File: config.mk
export PLATFORM = sky130hd
export DESIGN_NAME = iot_filter_core
export DESIGN_NICKNAME = d
export VERILOG_FILES = /design/src/rtl/iot_filter_core.sv
export SDC_FILE = /design/constraint.sdc
export NUM_CORES = 2
export LEC_CHECK = 0
export CAP_MARGIN = 20
export CORE_UTILIZATION = 40
export CTS_CLUSTER_SIZE = 16
export DETAILED_ROUTE_END_ITERATION = 10
export GPL_TIMING_DRIVEN = 0
export PLACE_DENSITY = 0.56
export REMOVE_ABC_BUFFERS = 1
export SLEW_MARGIN = 40
export SYNTH_ARGS = -nofsm -noshare
export SYNTH_HDL_FRONTEND = slang
export SYNTH_SLANG_ARGS = --single-unit
export TNS_END_PERCENT = 20
File: constraint.sdc
create_clock -name clk -period 13.9 [get_ports clk]
set_input_delay 1.39 -clock clk [delete_from_list [all_inputs] [get_ports clk]]
set_output_delay 1.39 -clock clk [all_outputs]
set_load 0.01 [all_outputs]
File: src/rtl/iot_filter_core.sv
// Byte-serial IoT filter: assembles bytes into words, groups GROUP words per round,
// and applies a per-round filter function (max/min/avg/extract/exclude/peak max/peak min).
module iot_filter_core #(
    parameter int unsigned WORD_W = 128,
    parameter int unsigned GROUP  = 8
) (
    input  logic              clk,
    input  logic              rst,
    input  logic              in_en,
    input  logic [7:0]        iot_in,
    input  logic [2:0]        fn_sel,
    input  logic [WORD_W-1:0] lo_bound,
    input  logic [WORD_W-1:0] hi_bound,
    output logic              busy,
    output logic              valid,
    output logic [WORD_W-1:0] iot_out
);

    localparam int unsigned BYTES = WORD_W / 8;
    localparam int unsigned BC_W  = (BYTES > 1) ? $clog2(BYTES) : 1;
    localparam int unsigned GW    = $clog2(GROUP);
    localparam int unsigned WC_W  = (GW > 0) ? GW : 1;
    localparam int unsigned SUM_W = WORD_W + GW;

    localparam logic [2:0] FN_MAX     = 3'd1;
    localparam logic [2:0] FN_MIN     = 3'd2;
    localparam logic [2:0] FN_AVG     = 3'd3;
    localparam logic [2:0] FN_EXTRACT = 3'd4;
    localparam logic [2:0] FN_EXCLUDE = 3'd5;
    localparam logic [2:0] FN_PK_MAX  = 3'd6;
    localparam logic [2:0] FN_PK_MIN  = 3'd7;

    logic [BC_W-1:0]   r_byte_cnt;
    logic [WC_W-1:0]   r_word_cnt;
    logic [WORD_W-1:0] r_shift;
    logic [2:0]        r_fn;
    logic [WORD_W-1:0] r_max;
    logic [WORD_W-1:0] r_min;
    logic [SUM_W-1:0]  r_sum;
    logic [WORD_W-1:0] r_peak;
    logic              r_peak_valid;

    logic              w_last_byte;
    logic              w_last_word;
    logic              w_first;
    logic              w_round_first;
    logic              w_peak_clr;
    logic              w_pv;
    logic [2:0]        w_fn;
    logic [WORD_W-1:0] w_word;
    logic [WORD_W-1:0] w_max_n;
    logic [WORD_W-1:0] w_min_n;
    logic [SUM_W-1:0]  w_sum_n;
    logic [WORD_W-1:0] w_avg;

    // Word assembly, round framing and running max/min/sum of the round so far
    always_comb begin
        w_last_byte   = in_en && (r_byte_cnt == BC_W'(BYTES - 1));
        w_round_first = (r_word_cnt == '0);
        w_last_word   = w_last_byte && (r_word_cnt == WC_W'(GROUP - 1));
        w_first       = in_en && (r_byte_cnt == '0) && w_round_first;
        w_word        = WORD_W'({r_shift, iot_in});
        w_fn          = w_first ? fn_sel : r_fn;
        w_peak_clr    = w_first && (fn_sel != r_fn);
        w_pv          = w_peak_clr ? 1'b0 : r_peak_valid;
        w_max_n       = (w_round_first || (w_word > r_max)) ? w_word : r_max;
        w_min_n       = (w_round_first || (w_word < r_min)) ? w_word : r_min;
        w_sum_n       = (w_round_first ? SUM_W'(0) : r_sum) + SUM_W'(w_word);
        w_avg         = WORD_W'(w_sum_n >> GW);
    end

    always_ff @(posedge clk or negedge rst) begin
        if (!rst) begin
            r_byte_cnt   <= '0;
            r_word_cnt   <= '0;
            r_shift      <= '0;
            r_fn         <= '0;
            r_max        <= '0;
            r_min        <= '0;
            r_sum        <= '0;
            r_peak       <= '0;
            r_peak_valid <= 1'b0;
            busy         <= 1'b0;
            valid        <= 1'b0;
            iot_out      <= '0;
        end else begin
            valid <= 1'b0;

            if (in_en) begin
                r_shift    <= w_word;
                r_byte_cnt <= w_last_byte ? '0 : r_byte_cnt + BC_W'(1);
            end

            if (w_first) begin
                r_fn <= fn_sel;
                busy <= 1'b1;
                if (w_peak_clr) begin
                    r_peak_valid <= 1'b0;
                end
            end

            if (w_last_byte) begin
                r_word_cnt <= w_last_word ? '0 : r_word_cnt + WC_W'(1);
                r_max      <= w_max_n;
                r_min      <= w_min_n;
                r_sum      <= w_sum_n;

                // Per-word pass-through filters; bounds are sampled on this edge
                case (w_fn)
                    FN_EXTRACT: begin
                        if ((lo_bound < w_word) && (w_word < hi_bound)) begin
                            valid   <= 1'b1;
                            iot_out <= w_word;
                        end
                    end
                    FN_EXCLUDE: begin
                        if ((w_word < lo_bound) || (w_word > hi_bound)) begin
                            valid   <= 1'b1;
                            iot_out <= w_word;
                        end
                    end
                    default: ;
                endcase

                if (w_last_word) begin
                    busy <= 1'b0;
                    case (w_fn)
                        FN_MAX: begin
                            valid   <= 1'b1;
                            iot_out <= w_max_n;
                        end
                        FN_MIN: begin
                            valid   <= 1'b1;
                            iot_out <= w_min_n;
                        end
                        FN_AVG: begin
                            valid   <= 1'b1;
                            iot_out <= w_avg;
                        end
                        FN_PK_MAX: begin
                            if (!w_pv || (w_max_n > r_peak)) begin
                                r_peak       <= w_max_n;
                                r_peak_valid <= 1'b1;
                                valid        <= 1'b1;
                                iot_out      <= w_max_n;
                            end
                        end
                        FN_PK_MIN: begin
                            if (!w_pv || (w_min_n < r_peak)) begin
                                r_peak       <= w_min_n;
                                r_peak_valid <= 1'b1;
                                valid        <= 1'b1;
                                iot_out      <= w_min_n;
                            end
                        end
                        default: ;
                    endcase
                end
            end
        end
    end

endmodule
==> results.sh <==
export IMPL_final_setup_worst_slack_ps=3168
export IMPL_synth_top_cell_area_share=0.2937
export IMPL_overflow=0
export IMPL_min_to="r_sum[26]"
export IMPL_path_delay_family="compound AO/OA/AOI/OAI gates"
export IMPL_h_tree_depth=3
export IMPL_clk_pin_slew_ps=60
export IMPL_cts_made_buffers=98
export IMPL_post_synth_most_frequent_cells="nand2_1 (1,071), inv_1 (915), ha_1 (899)"
export IMPL_slew_headroom=0.3724
export IMPL_first_pass_iters=5
export IMPL_r2r_cells=26
export IMPL_timing_critical_path_mode_cell="a21oi_1"
export IMPL_powerDensity_nw_per_um2=225.1
export IMPL_grt_pass1_vias=60490
export IMPL_ys_ff_latch=776
export IMPL_critical_path_max_stage_delay_ps=1000
export IMPL_cp_required_ps=14450
export IMPL_yosysWarnings=0
export IMPL_clk_latency_ps=730
export IMPL_synthTopCellsByArea="dfrtp_1 (29%), ha_1 (17%), o21ai_0 (6.2%)"
export IMPL_core_area_sq_um=163500
export IMPL_r2r_end="iot_out[90]"
export IMPL_synth_distinct_cells=100
export IMPL_syn_cell_area_sq_um=66120
export IMPL_worstHoldPathCells=2
export IMPL_drv_cap=0
export IMPL_dp_cells=10620
export IMPL_viasPerCell=5.833
export IMPL_path_class="in -> reg"
export IMPL_r2r_start="r_shift[46]"
export IMPL_min_path_type="reg -> reg"
export IMPL_antenna_found_initial=9
export IMPL_crit_fanout=25
export IMPL_slew_violations=0
export IMPL_synth_flop_cell="dfrtp_1"
export IMPL_pin_count=400
export IMPL_fin_nets=9715
export IMPL_start_util=0.4044
export IMPL_status="finished, final reports clean"
export IMPL_layout_drive_gt1_share=0.07568
export IMPL_drtIter0Drc=5285
export IMPL_rows=148
export IMPL_grt_start_max_net_pins=101
export IMPL_die_w_um=408.6
export IMPL_synth_edff_count=0
export IMPL_post_cts_buffers=0
export IMPL_ys_seq_area_frac=0.2937
export IMPL_final_core_util=0.4775
export IMPL_synth_avg_cell_area_sq_um=8.009
export IMPL_final_area_sq_um=78070
export IMPL_rsz0062_at_grt="false"
export IMPL_cts_sinks=776
export IMPL_hold_viol_final=0
export IMPL_yosys_area_top_type="dfrtp_1"
export IMPL_die_area_sq_um=166900
export IMPL_power_mw=17.58
export IMPL_io_buffers=399
export IMPL_p_leak_nw=36.04
export IMPL_holdWs_ps=463.5
export IMPL_yosysMostFrequentCell="nand2_1"
export IMPL_synth_async_reset_ratio=1.000
export IMPL_cts_tree="built"
export IMPL_synth_cells=8255
export IMPL_peakVddDrop_v=0.0001226
export IMPL_cpMaxStageDelayCell="clkdlybuf4s50_1"
export IMPL_fmax_mhz=93.18
export IMPL_gp_congestion=0.9295
export IMPL_final_cells=10810
export IMPL_r2r_setup_slack_ps=3350
export IMPL_grt_pass1_wl_um=388500
export IMPL_wl_per_cell_um=24.04
export IMPL_die_h_um=408.6
export IMPL_routed_via_count=63040
export IMPL_cp_end_kind="register"
export IMPL_worstMarginPinSlew_ps=935.7
export IMPL_wirelength_um=259800
export IMPL_dp_hpwl_um=200600
export IMPL_min_period_over_period=0.7721
export IMPL_drc=0
export IMPL_track_usage=0.3039
export IMPL_skew_ps=31.86
export IMPL_startpoint_type="input pin"
export IMPL_finalSetupViolCount=0
export IMPL_area_growth_synth_to_final_pct=18.08
export IMPL_worstPathArrival_ps=11280
export IMPL_root_buffer="clkbuf_16"
export IMPL_clock_tree_buffer_depth=3
export IMPL_preCtsSetupSlack_ps=2596
export IMPL_period_minus_slack_ps=10730
export IMPL_ctsResizeCount=0
export IMPL_fin_setup_tns_ps=0
export IMPL_antenna_left=0
export IMPL_min_from="r_sum[26]"
export IMPL_dpl_cell_area_sq_um=74550
export IMPL_cts_hold_buf=0
export IMPL_worst_path_buf_inv=8
-- layout make-up --
class                   count  area (sq um)
inverters                 915          3435
multi-input cells        6165         41880
flip-flops and latches    776         19420
repair buffers            589          7093
fillers                 15850         85440
clock inverters            47         649.4
diodes                      5         12.51
well taps                2175          2721
clock buffers             137          2861
-- layout by cell type, fill, tap and decap left out, types with 24 or more instances in the layout --
master	instances
nand2_1	1067
buf_4	49
clkbuf_16	100
nor2_1	526
o221ai_1	71
and4_1	28
mux2i_1	163
o22ai_1	40
clkdlybuf4s50_1	397
or3_1	28
nor4_1	28
a22oi_1	46
and2_1	139
nor3_1	81
buf_12	35
a211oi_1	75
o21ai_0	812
dfrtp_1	776
buf_16	42
a221oi_1	63
a31oi_1	37
buf_8	47
and3_1	24
a21o_1	118
ha_1	899
o21bai_1	32
o21a_1	47
a21oi_1	766
o211ai_1	53
xnor2_1	73
mux2_2	180
nand3_1	112
inv_1	914
xor2_1	55
nand4_1	199
o21ai_1	27
-- report_power, final --
part           internal [mW]  switching [mW]  total, mW
Combinational           4.12            6.85       11.0
Clock                   1.70            1.14       2.84
Sequential              2.80           0.971       3.77
Total                   8.61            8.96       17.6
-- worst max-delay path by stage --
| stage | start | end | slack [ps] | cells after the start |
|---|---|---|---|---|
| after global placement | in_en | iot_out[68] | -33820 | 5 |
| after detailed placement | iot_in[2] | iot_out[90] | 2600 | 28 |
| after floorplan | in_en | r_sum[129] | -3800 | 3 |
| after CTS | iot_in[2] | iot_out[90] | 3340 | 28 |
| final | iot_in[2] | iot_out[90] | 3170 | 28 |
| after global routing | iot_in[2] | iot_out[90] | 3080 | 32 |
-- metal layers --
metal  up-vias  GRT usage  share of wire
li1      29830          -              -
met1     30800     0.4354           0.47
met2      2055     0.4653           0.43
met3       366    0.04453          0.063
met4         0     0.1007          0.036
met5         -          0              0
-- state kept, by name, summed over array words and instances (netlist names) --
name / count
busy: 1
r_shift: 120
r_max: 128
r_word_cnt: 3
r_min: 128
r_peak: 128
r_peak_valid: 1
iot_out: 128
valid: 1
r_fn: 3
r_sum: 131
r_byte_cnt: 4
-- logic make-up (layout without fill, tap and decap cells) --
logic type / Yosys count / after routing / synth area share
AO/OA/AOI/OAI: 2413 / 2413 / 0.2198
XOR/XNOR: 128 / 128 / 0.01696
adder cells (fa/ha/maj): 900 / 900 / 0.1704
buffers and inverters: 1314 / 1688 / 0.07802
flip-flops: 776 / 776 / 0.2937
multiplexers: 360 / 360 / 0.05908
other: 0 / 5 / 0
AND/OR/NAND/NOR: 2364 / 2364 / 0.1620
-- worst min-delay path: stages, from the launching register on --
cell	delay, ps
dfrtp_1	330
nand2_1	50
nand2_1	50
Power figures use the tool's default switching activity.
